[src/rtl/comparator_exerciser.sv]
// Walks all 16 four-bit vectors through an external comparator, holds each for SETTLE+1 cycles,
// compares out1 against a truth table and records the error count and first failing vector.
module comparator_exerciser #(
  parameter logic [15:0] EXPECTED = 16'h8421,
  parameter int unsigned SETTLE   = 2
) (
  input  logic       clk,
  input  logic       rst,
  input  logic       start,
  output logic       in1,
  output logic       in2,
  output logic       in3,
  output logic       in4,
  input  logic       out1,
  output logic       busy,
  output logic       done,
  output logic       pass,
  output logic [4:0] err_count,
  output logic [3:0] first_fail_vec,
  output logic       first_fail_valid
);

  typedef enum logic [1:0] {StIdle, StRun, StDone} state_e;

  localparam logic [3:0] HoldLast = 4'(SETTLE);

  state_e     state_q;
  logic [3:0] vec_q;
  logic [3:0] hold_q;
  logic [3:0] drive_q;
  logic [3:0] ffv_q;
  logic [4:0] err_q;
  logic       ffvld_q;
  logic       busy_q;
  logic       done_q;
  logic       sample;
  logic       mismatch;

  // out1 is only consumed at the edge ending the last hold cycle of a vector.
  assign sample   = (state_q == StRun) && (hold_q == HoldLast);
  assign mismatch = sample && (out1 != EXPECTED[vec_q]);

  always_ff @(posedge clk) begin
    if (rst) begin
      state_q <= StIdle;
      vec_q   <= 4'd0;
      hold_q  <= 4'd0;
      drive_q <= 4'd0;
      ffv_q   <= 4'd0;
      err_q   <= 5'd0;
      ffvld_q <= 1'b0;
      busy_q  <= 1'b0;
      done_q  <= 1'b0;
    end else begin
      case (state_q)
        StIdle, StDone: begin
          if (start) begin
            state_q <= StRun;
            vec_q   <= 4'd0;
            hold_q  <= 4'd0;
            drive_q <= 4'd0;
            ffv_q   <= 4'd0;
            err_q   <= 5'd0;
            ffvld_q <= 1'b0;
            busy_q  <= 1'b1;
            done_q  <= 1'b0;
          end
        end
        StRun: begin
          if (sample) begin
            if (mismatch) begin
              err_q <= err_q + 5'd1;
              if (!ffvld_q) begin
                ffvld_q <= 1'b1;
                ffv_q   <= vec_q;
              end
            end
            hold_q <= 4'd0;
            if (vec_q != 4'hF) begin
              vec_q   <= vec_q + 4'd1;
              drive_q <= vec_q + 4'd1;
            end else begin
              state_q <= StDone;
              drive_q <= 4'd0;
              busy_q  <= 1'b0;
              done_q  <= 1'b1;
            end
          end else begin
            hold_q <= hold_q + 4'd1;
          end
        end
        default: state_q <= StIdle;
      endcase
    end
  end

  assign {in1, in2, in3, in4} = drive_q;
  assign busy             = busy_q;
  assign done             = done_q;
  assign pass             = done_q && (err_q == 5'd0);
  assign err_count        = err_q;
  assign first_fail_vec   = ffv_q;
  assign first_fail_valid = ffvld_q;

endmodule

[config.mk]
export PLATFORM = sky130hd
export DESIGN_NAME = comparator_exerciser
export DESIGN_NICKNAME = d
export VERILOG_FILES = /design/src/rtl/comparator_exerciser.sv
export SDC_FILE = /design/constraint.sdc
export NUM_CORES = 1
export LEC_CHECK = 0
export BUFFER_PORTS_ARGS = -buffer_cell sky130_fd_sc_hd__buf_2
export CAP_MARGIN = 10
export CELL_PAD_IN_SITES_DETAIL_PLACEMENT = 1
export CELL_PAD_IN_SITES_GLOBAL_PLACEMENT = 1
export CORE_ASPECT_RATIO = 1.4
export CORE_UTILIZATION = 37
export DETAILED_ROUTE_END_ITERATION = 8
export GPL_ROUTABILITY_DRIVEN = 1
export PLACE_DENSITY_LB_ADDON = 0.1
export SETUP_SLACK_MARGIN = 0.2
export SLEW_MARGIN = 5
export SYNTH_ARGS = -nofsm -noshare
export SYNTH_HDL_FRONTEND = slang
export SYNTH_SLANG_ARGS = --single-unit
export TNS_END_PERCENT = 5
[constraint.sdc]
create_clock -name clk -period 1.86 [get_ports clk]
set_input_delay 0.186 -clock clk [delete_from_list [all_inputs] [get_ports clk]]
set_output_delay 0.186 -clock clk [all_outputs]
set_load 0.03 [all_outputs]
== Word-level counts from Yosys, hierarchy flattened ==
Memories as Yosys holds them, arrays and structs flattened. A register that Yosys moved wholly into a read port is not among the register bits.
Cells that the tools add are included.

* Register bits after elaboration: 26
* Bits in latches: 0
* RAM bits: 0
* Memory bits (read-only): 16
* Bits of input ports: 4
* Logic and storage cells: 74
* Memories kept: 1

* Add/subtract/negate cells: 3
* $mul: 0
* Div/mod/pow operators: 0
* Order comparisons: 1
* Eq/ne operators: 11
* Shift operators: 0
* Mux-type cells: 35
* Bitwise logic cells: 0
* Reduce and logical (&&, ||, !) cells: 14

{| class="wikitable"
|+ Memory list
! name !! words !! bits a word !! read ports !! clocked after Yosys merged registers in !! wr ports !! line !! text
|-
| (no name shown) || 16 || 1 || 1 || 1 || 0 || 41 || <nowiki>assign mismatch = sample && (out1 != EXPECTED[vec_q]);</nowiki>
|}

{| class="wikitable"
|+ Operators with widths
! cell !! count
|-
| $mux 4 || 11
|-
| $pmux 4 s2 || 4
|-
| $mux 5 || 3
|-
| $reduce_and 4->1 || 3
|-
| $ne 2x2->1 const B || 5
|-
| $pmux 5 s2 || 1
|-
| $mux 1 || 9
|-
| $add 4x1->4 const B || 2
|-
| $mux 2 || 3
|-
| $pmux 1 s2 || 3
|-
| $reduce_and 3->1 || 2
|-
| $add 5x1->5 const B || 1
|-
| $logic_not 5->1 || 1
|-
| $lt 4x5->1 const B || 1
|-
| $reduce_and 5->1 || 1
|-
| $eq 4x2->1 const B || 1
|-
| $ne 4x4->1 const B || 1
|-
| $pmux 2 s2 || 1
|-
| $logic_and 1x1->1 || 3
|-
| $eq 2x1->1 const B || 1
|-
| $eq 2x2->1 const B || 1
|-
| $logic_not 2->1 || 1
|-
| $ne 2x1->1 const B || 1
|-
| $reduce_and 2->1 || 1
|-
| 3 further kinds || 3
|}

== Longest topological paths before layout ==
Gate-level depths: netlist of run 1.

* Depth after elaboration: 7
* Depth in mapped cells: 8
* Depth with buffers taken out: 7

== Worst setup path before layout of run 1 ==
OpenSTA, ideal clock, no wires.

* Path type: register -> register
* From: reg hold_q[0]
* To: reg (tool-made name)
* Setup time: 0.116 ns
* Arrival: 1.884 ns
* Data required time: 1.744 ns
* Path slack: -0.139 ns
* Cell stages (with the launch flop): 9
* Clock period less this slack: 1.999 ns
* Cell sequence: dfxtp_1 -> inv_1 -> ha_1 -> or3b_1 -> buf_6 -> or4_4 -> a31oi_4 -> xor2_1 -> nor2_1

{| class="wikitable"
|+ RTL lines
! element !! line !! text
|-
| start, declared || 29 || <nowiki>logic [3:0] hold_q;</nowiki>
|-
| start signal, assigned || 89 || <nowiki>hold_q <= hold_q + 4'd1;</nowiki>
|}

==> results.json, run 1 <==
{
  "htreeDepth": 1,
  "cts_buffers": 3,
  "setup_slack_ns": -0.0795,
  "ys_ff_latch": 27,
  "crit_type": "flop to flop",
  "power.leakage_nw": 0.679,
  "cts-root-buf": "clkbuf_8",
  "post-route-drc-count": 0,
  "design_area_mm2": 0.00168,
  "cap_violations": 0,
  "num_vias": 1280,
  "grt_usage_pct": 22.0,
  "p_per_area_mw_per_mm2": 649,
  "hpwl_mm": 2.81,
  "relSlewSlack_pct": 64.5,
  "clk_path_buf_depth": 2,
  "syn-num-nets": 166,
  "netlist_area_mm2": 0.00132,
  "yosysWarnings": 0,
  "dieArea_mm2": 0.00381,
  "synth_edf_count": 0,
  "vdd_ir_drop_max_uv": 451,
  "diodes": 0,
  "period_share_pct": 104,
  "worst_pin_slew_ns": 0.533,
  "synthArstFlopShare_pct": 0,
  "fin_nets": 204,
  "die_w_um": 52.4,
  "cp_top_family": "simple AND/OR/NAND/NOR gates",
  "instances_no_fill": 234,
  "area_growth_pct": 27.4,
  "synth_fa_ha_area_share_pct": 4.75,
  "insertion_delay_ns": 0.28,
  "path_buf_inv": 1,
  "synthFlopType": "dfxtp_1",
  "synth_top_family_by_area": "simple AND/OR/NAND/NOR gates",
  "yosys.area_share.simple_pct": 24.0,
  "final_util_pct": 49.7,
  "avgRoutedWirePerCell_um": 15.6,
  "path_cells": "inv_2 -> ha_4 -> or3b_4 -> or3_1 -> o311a_1 -> xor2_1 -> nor2_1",
  "place_congestion": 0.798,
  "synth_xor_area_share_pct": 3.99,
  "syn_area_per_cell_um2": 8.39,
  "place_inst": 230,
  "grt_max_degree": 27,
  "drt_first_pass_iters": 4,
  "ys_seq_area_share_pct": 41.0,
  "grt_overflow": 0,
  "post_cts_buffers": 0,
  "core_mm2": 0.00338,
  "grt_pass1_wl_mm": 6.21,
  "max_freq_mhz": 516,
  "clock-sinks": 27,
  "num_rows": 25,
  "port_buffers": 20,
  "finalCriticalPeriod_ns": 1.94,
  "antenna_found_initial": 0,
  "initialDrtViolationCount": 21,
  "initial_core_util_pct": 39.0,
  "status": "finished, violations left",
  "slowest_stage": "or3b_4",
  "cts_tree": "built",
  "ys_types": 40,
  "rsz0062_at_grt": "true",
  "drt_wl_total_mm": 3.65,
  "layout-drive-gt1-share_pct": 30.9,
  "synth_compound_area_share_pct": 20.4,
  "required_ns": 2.09,
  "ioPinCount": 21,
  "hold_slack_ns": 0.210,
  "violations": "setup timing",
  "setup_violations": 1,
  "hp-class": "input pin to flop",
  "die_h_um": 72.6,
  "critPathArrivalTime_ns": 2.17,
  "hold_violations": 0,
  "syn_inst": 157,
  "slowest_delay_ns": 0.40,
  "finalMaxSlewViolations": 0,
  "synth.mux.area_fraction_pct": 0.760,
  "clock_skew_ns": 0.00461,
  "vias_per_cell": 5.47,
  "clk_transition_reported_paths_ns": 0.10,
  "worstSetupEndpointType": "flop",
  "startpoint_type": "flop",
  "antenna_left": 0,
  "grt_pass1_vias": 1350,
  "path_max_fanout": 6,
  "power_w": 0.00109,
  "post_dp_cell_area_mm2": 0.00159
}
-- power by group --
part / total (W) / switching (W) / internal, W
registers: 0.000595 / 0.00000866 / 0.000587
clock network: 0.000352 / 0.000198 / 0.000154
logic: 0.000143 / 0.0000880 / 0.0000548
-- layer usage --
layer / vias to the layer above / part of all wire [%] / global-route usage, %
met5: - / 0 / 0
met4: 0 / 2.4 / 7.89
met3: 10 / 2.6 / 2.50
met2: 25 / 52 / 38.5
met1: 612 / 43 / 26.9
li1: 633 / - / -
-- stage by stage --
| step | worst slack, ns | setup TNS (ns) |
|---|---|---|
| 4_1_cts | -0.130 | -0.155 |
| 2_1_floorplan | -0.0849 | -0.158 |
| 3_3_place_gp | -0.0540 | -0.0540 |
| 3_5_place_dp | -0.150 | -0.335 |
| 5_1_grt | -0.122 | -0.187 |
| 6_report | -0.0795 | -0.0795 |
-- cells in the mapped netlist, types with 2 or more instances --
cell | number | area share (%)
dfxtp_1 | 27 | 41
nand2_1 | 11 | 3.1
buf_1 | 2 | 0.57
a31oi_1 | 2 | 0.95
nor2_1 | 13 | 3.7
clkbuf_1 | 5 | 1.4
nand3_1 | 10 | 3.8
nor3_1 | 5 | 1.9
a211oi_1 | 3 | 1.7
and3_1 | 2 | 0.95
o21ai_0 | 7 | 2.7
o211ai_1 | 2 | 1.1
xor2_1 | 4 | 2.7
nor2b_1 | 2 | 0.95
nand4_1 | 3 | 1.4
xnor2_1 | 2 | 1.3
inv_1 | 5 | 1.4
nand2b_1 | 5 | 2.4
ha_1 | 5 | 4.7
a21oi_1 | 21 | 8.0
nand3b_1 | 2 | 1.1
-- worst paths after layout --
path                                   startpoint  cells after the start                 to  slack, ns
worst max-delay path                    hold_q[0]                      7               flop      -0.08
worst min-delay path                        start                      3               done       0.21
worst max register to register          hold_q[0]                      7               flop      -0.08
worst min register to register  first_fail_vec[1]                      2  first_fail_vec[1]       0.46
-- logic make-up (layout without fill, tap and decap cells) --
group                    Yosys count  count (layout)
flip-flops                        27              27
AND/OR/NAND/NOR                   60              60
multiplexers                       1               1
buffers and inverters             15              52
AO/OA/AOI/OAI                     43              43
XOR/XNOR                           6               6
adder cells (fa/ha/maj)            5               5
-- final cells by class --
cell class,instances,area (µm²)
Fill cell,432,1700
Tap cell,40,50.0
Clock buffer,4,45.0
Multi-Input combinational cell,115,748
Timing Repair Buffer,43,273
Sequential cell,27,544
Inverter,5,18.8
-- placed cells by master, fill, tap and decap left out, types with 2 or more instances in the layout --
cell type / n
nor2b_1: 2
buf_4: 23
xnor2_1: 2
o21ai_0: 6
ha_1: 4
a21oi_1: 18
o211ai_1: 2
nand4_1: 3
nand3_1: 10
nor3_1: 5
a21oi_2: 3
nand2_1: 11
buf_2: 20
dfxtp_1: 24
nand2b_1: 5
a31oi_1: 2
inv_1: 4
xor2_1: 4
nand3b_1: 2
dfxtp_2: 3
nor2_1: 13
and3_1: 2
a211oi_1: 2
clkbuf_8: 3
-- what timing repair did --
item                       in CTS  in global routing
setup endpoints to repair      20                 15
pin swaps                       6                  7
gates resized for setup        10                  3
hold buffers                    0                  0
-- flip-flops by register name (all words and copies together), names as in the netlist, named ones only --
register          cells
busy                  1
hold_q                4
first_fail_valid      1
err_count             5
vec_q                 4
done                  1
drive_q               4
first_fail_vec        4
state_q               2
-- tightest hold or removal path, cell delays in order --
cell      delay (ns)
buf_2           0.11
nand2b_1        0.10
a21oi_1         0.06
No activity file was read; power rests on OpenSTA's default activity.
==> run 2: changes to the inputs <==
--- a/config.mk
+++ b/config.mk
@@ -19,4 +19,4 @@
 export SYNTH_ARGS = -nofsm -noshare
 export SYNTH_HDL_FRONTEND = slang
 export SYNTH_SLANG_ARGS = --single-unit
-export TNS_END_PERCENT = 5
+export TNS_END_PERCENT = 100
==> run 2 against run 1 <==
Against the previous run:
- setup slack better by 0.014 ns
- the run still ends with setup timing left
- design area up 4.2%
- critical path depth unchanged
- largest cell class unchanged
- sequential power about the same
- global-route usage up 1.0 points
- clock-buffer cell count unchanged
- clock power down 3%
- utilization up 2.1 points
- die area unchanged
- worst hold slack better by 0.0011 ns
- clock skew down 0.0021 ns
- cell count unchanged
==> results.json, run 2 (same netlist as run 1, synthesis figures left out) <==
{
  "layout-drive-gt1-share_pct": 35.1,
  "fin_nets": 204,
  "largest_register_ffs": 5,
  "vdd_ir_drop_max_uv": 499,
  "r2r_cells": 7,
  "initial_core_util_pct": 39.0,
  "avgRoutedWirePerCell_um": 16.4,
  "hold_start": "start",
  "num_vias": 1298,
  "htreeDepth": 1,
  "ff2ff_setup_slack_ns": -0.07,
  "path_buf_inv": 1,
  "initialDrtViolationCount": 28,
  "worstSetupEndpointType": "flop",
  "drt_first_pass_iters": 4,
  "hp-class": "input pin to flop",
  "grt_pass1_wl_mm": 6.40,
  "antenna_found_initial": 0,
  "die_h_um": 72.6,
  "path_max_fanout": 5,
  "place_congestion": 0.796,
  "p_per_area_mw_per_mm2": 630,
  "final_util_pct": 51.8,
  "rsz0062_at_grt": "true",
  "relSlewSlack_pct": 62.2,
  "status": "finished, violations left",
  "cts-root-buf": "clkbuf_8",
  "cts_tree": "built",
  "dieArea_mm2": 0.00381,
  "hold_violations": 0,
  "cp_top_family": "simple AND/OR/NAND/NOR gates",
  "core_mm2": 0.00338,
  "ioPinCount": 21,
  "required_ns": 2.08,
  "violations": "setup timing",
  "post-route-drc-count": 0,
  "grt_max_degree": 27,
  "drt_wl_total_mm": 3.83,
  "clock-sinks": 27,
  "diodes": 0,
  "critPathArrivalTime_ns": 2.15,
  "crit_type": "flop to flop",
  "num_rows": 25,
  "setup_violations": 1,
  "area_growth_pct": 32.8,
  "final_common_cell": "dfxtp_1",
  "timing.rr.start": "hold_q[0]",
  "cap_violations": 0,
  "path_cells": "inv_2 -> ha_4 -> or3b_4 -> or3_1 -> o311a_1 -> xor2_1 -> nor2_1",
  "final_cell_mix": "24 x dfxtp_1, 21 x buf_4, 20 x buf_2, 16 x a21oi_1, 13 x nor2_1",
  "clk_path_buf_depth": 2,
  "setup_slack_ns": -0.0652,
  "slowest_stage": "or3b_4",
  "clock_skew_ns": 0.00252,
  "grt_pass1_vias": 1342,
  "grt_overflow": 0,
  "cts_hold_buf": 0,
  "place_inst": 227,
  "holdPathStages": 3,
  "max_freq_mhz": 519,
  "die_w_um": 52.4,
  "startpoint_type": "flop",
  "dp_slack_ns": -0.110,
  "cts_buffers": 3,
  "hpwl_mm": 2.84,
  "worst_pin_slew_ns": 0.567,
  "vias_per_cell": 5.55,
  "finalMaxSlewViolations": 0,
  "min_to": "done",
  "grt_usage_pct": 23.0,
  "port_buffers": 20,
  "slowest_delay_ns": 0.40,
  "finalCriticalPeriod_ns": 1.93,
  "period_share_pct": 104,
  "fin_setup_tns_ns": -0.0652,
  "hold_slack_ns": 0.212,
  "instances_no_fill": 234,
  "antenna_left": 0,
  "insertion_delay_ns": 0.28,
  "power.leakage_nw": 0.705,
  "clk_transition_reported_paths_ns": 0.09
}
[run 2: worst max path at each step]
stage,depth (start not counted),end,from
detailed placement,7,flop,hold_q[0]
finish,7,flop,hold_q[0]
global placement,7,flop,hold_q[0]
CTS,7,flop,hold_q[0]
global route,7,flop,hold_q[0]
floorplan,8,flop,hold_q[0]
[run 2: report_power, final]
| part | internal [W] | switching [W] |
|---|---|---|
| Clock | 0.000154 | 0.000188 |
| Combinational | 0.0000673 | 0.0000973 |
| Sequential | 0.000587 | 0.00000854 |
| Total | 0.000808 | 0.000294 |
[run 2: worst reg2reg max path: stages, from the launching register on]
cell,delay (ns)
dfxtp_2,0.34
inv_2,0.07
ha_4,0.13
or3b_4,0.40
or3_1,0.35
o311a_1,0.32
xor2_1,0.16
nor2_1,0.10
[run 2: per-stage QoR]
step / instance area [µm²] / total power (W)
6_report: 1750 / 0.00110
2_1_floorplan: 1330 / 0.000681
5_1_grt: 1750 / 0.00115
4_1_cts: 1670 / 0.00110
3_5_place_dp: 1590 / 0.000747
3_3_place_gp: 1590 / 0.000743
[run 2: what timing repair did]
action | CTS | global route
endpoints found under the setup margin | 20 | 20
resized for setup | 9 | 16
cloned | 0 | 0
hold endpoints to repair | 0 | 0
setup buffers | 0 | 3
pin swaps | 6 | 8
[run 2: layout make-up]
type	count	area (µm²)
flip-flops and latches	27	544
clock buffers	4	45.0
multi-input cells	115	802
fillers	411	1630
inverters	5	18.8
well taps	40	50.0
repair buffers	43	289
[run 2: per-layer routing]
layer	part of all wire, %	vias to the layer above	GRT usage [%]
li1	-	634	-
met1	42	635	25.9
met2	54	22	42.8
met3	2.3	7	2.50
met4	2.0	0	8.19
met5	0	-	0
==> run 3: changes to the inputs <==
--- a/config.mk
+++ b/config.mk
@@ -7,13 +7,11 @@
 export LEC_CHECK = 0
 export BUFFER_PORTS_ARGS = -buffer_cell sky130_fd_sc_hd__buf_2
 export CAP_MARGIN = 10
-export CELL_PAD_IN_SITES_DETAIL_PLACEMENT = 1
-export CELL_PAD_IN_SITES_GLOBAL_PLACEMENT = 1
 export CORE_ASPECT_RATIO = 1.4
-export CORE_UTILIZATION = 37
+export CORE_UTILIZATION = 49
 export DETAILED_ROUTE_END_ITERATION = 8
 export GPL_ROUTABILITY_DRIVEN = 1
-export PLACE_DENSITY_LB_ADDON = 0.1
+export PLACE_DENSITY = 0.73
 export SETUP_SLACK_MARGIN = 0.2
 export SLEW_MARGIN = 5
 export SYNTH_ARGS = -nofsm -noshare
==> run 3 against run 2 <==
Against the previous run:
- the run still ends with setup timing left
- utilization grew 16 points
- sequential share of layout area grew 1.2 points
- clock skew grew 0.0020 ns
- largest cell class unchanged
- worst hold slack lost 0.072 ns
- highest routed layer unchanged
- via count shrank 4.2%
- non-clock buffer count shrank 6
- critical path type unchanged
- largest power group unchanged
- register-to-register slack gained 0.04 ns
- clock power shrank 24%
- clock-buffer cell count is the same
==> results.json, run 3 (same netlist as run 1, synthesis figures left out) <==
{
  "hold_violations": 0,
  "grtUsageMet3_pct": 3.15,
  "core_mm2": 0.00247,
  "num_rows": 21,
  "final_common_cell": "dfxtp_1",
  "grt_pass1_vias": 1125,
  "critPathArrivalTime_ns": 2.17,
  "worstSetupEndpointType": "flop",
  "dp_slack_ns": -0.0956,
  "power.leakage_nw": 0.656,
  "grt_pass1_wl_mm": 5.03,
  "grt_util_met1_pct": 29.1,
  "insertion_delay_ns": 0.34,
  "crit_type": "flop to flop",
  "required_ns": 2.15,
  "grt_max_degree": 27,
  "drt_first_pass_iters": 4,
  "max_freq_mhz": 531,
  "slowest_stage": "or3b_4",
  "finalCriticalPeriod_ns": 1.88,
  "diodes": 0,
  "die_h_um": 63.4,
  "cap_violations": 0,
  "setup_violations": 1,
  "startpoint_type": "flop",
  "finalMaxSlewViolations": 0,
  "clock-sinks": 27,
  "cts_buffers": 3,
  "clk_path_buf_depth": 2,
  "fin_setup_tns_ns": -0.0225,
  "avgRoutedWirePerCell_um": 14.0,
  "layout-drive-gt1-share_pct": 33.0,
  "vias_per_cell": 5.60,
  "rsz0062_at_grt": "true",
  "final_util_pct": 68.0,
  "grt_overflow": 0,
  "grt_usage_pct": 23.3,
  "area_growth_pct": 27.4,
  "antenna_left": 0,
  "relSlewSlack_pct": 64.5,
  "drt_wl_total_mm": 3.11,
  "setup_slack_ns": -0.0225,
  "hpwl_mm": 2.17,
  "period_share_pct": 101,
  "port_buffers": 20,
  "htreeDepth": 1,
  "place_congestion": 0.835,
  "clk_transition_reported_paths_ns": 0.14,
  "post-route-drc-count": 0,
  "violations": "setup timing",
  "path_max_fanout": 5,
  "initial_core_util_pct": 53.3,
  "fin_nets": 198,
  "clock_skew_ns": 0.00456,
  "cts_tree": "built",
  "vdd_ir_drop_max_uv": 360,
  "dieArea_mm2": 0.00290,
  "slowest_delay_ns": 0.39,
  "cts-root-buf": "clkbuf_4",
  "num_vias": 1244,
  "status": "finished, violations left",
  "ioPinCount": 21,
  "hp-class": "input pin to flop",
  "top_usage_layer": "met2",
  "initialDrtViolationCount": 47,
  "die_w_um": 45.8,
  "final_cell_mix": "25 x dfxtp_1, 20 x buf_2, 17 x a21oi_1, 15 x buf_4, 13 x nor2_1",
  "p_per_area_mw_per_mm2": 599,
  "largest_register_ffs": 5,
  "worst_pin_slew_ns": 0.532,
  "grtUsageMet2_pct": 38.4,
  "antenna_found_initial": 0,
  "path_cells": "inv_2 -> ha_4 -> or3b_4 -> or3_1 -> o311a_1 -> xor2_1 -> nor2_1"
}
-- run 3: power breakdown --
part,switching [W],leakage [nW],internal [W]
combinational,0.0000895,0.422,0.0000591
clock,0.000177,0.0150,0.0000844
sequential,0.00000880,0.219,0.000587
total,0.000275,0.656,0.000731
-- run 3: worst max-delay path: cells and delay by family, from the launching register on --
kind            cells  cell delay (ns)
compound gates      1             0.32
xor+xnor            1             0.17
fa+ha+maj           1             0.12
buf+inv             1             0.06
flops               1             0.35
simple gates        3             0.80
-- run 3: stage by stage --
step | instance area (µm²) | cells | hold slack [ns] | power, W
floorplan | 1330 | 157 | 0.368 | 0.000681
global placement | 1540 | 217 | 0.438 | 0.000727
detailed placement | 1540 | 217 | 0.444 | 0.000729
CTS | 1600 | 222 | 0.142 | 0.000985
global route | 1680 | 222 | 0.162 | 0.00105
finish | 1680 | 222 | 0.140 | 0.00101
-- run 3: final cells by class --
| type | instances | area [µm²] |
|---|---|---|
| clock buffer | 4 | 26.3 |
| fill | 216 | 791 |
| inverter | 5 | 18.8 |
| multi-input combinational | 115 | 813 |
| sequential | 27 | 543 |
| tap | 34 | 42.5 |
| timing repair buffer | 37 | 235 |
-- run 3: routing by layer --
layer / share of wire, % / routed length [µm] / up-vias
li1: - / - / 629
met1: 40 / 1230 / 562
met2: 54 / 1690 / 50
met3: 5.0 / 155 / 3
met4: 0.93 / 29 / 0
met5: 0 / 0 / -
-- run 3: path summary, 6_finish.rpt --
path         startpoint    endpoint  slack (ns)  cells after the start
min               start        done        0.14                      3
max           hold_q[0]        flop       -0.02                      7
max reg2reg   hold_q[0]        flop       -0.02                      7
min reg2reg  drive_q[1]  drive_q[1]        0.46                      2
-- run 3: what timing repair did --
action | 4_1_cts | 5_1_grt
cloned | 0 | 0
setup buffers | 1 | 0
hold buffers | 0 | 0
endpoints found under the setup margin | 22 | 20
pin swaps | 8 | 6
resized for setup | 10 | 16
endpoints found under the hold margin | 0 | 0
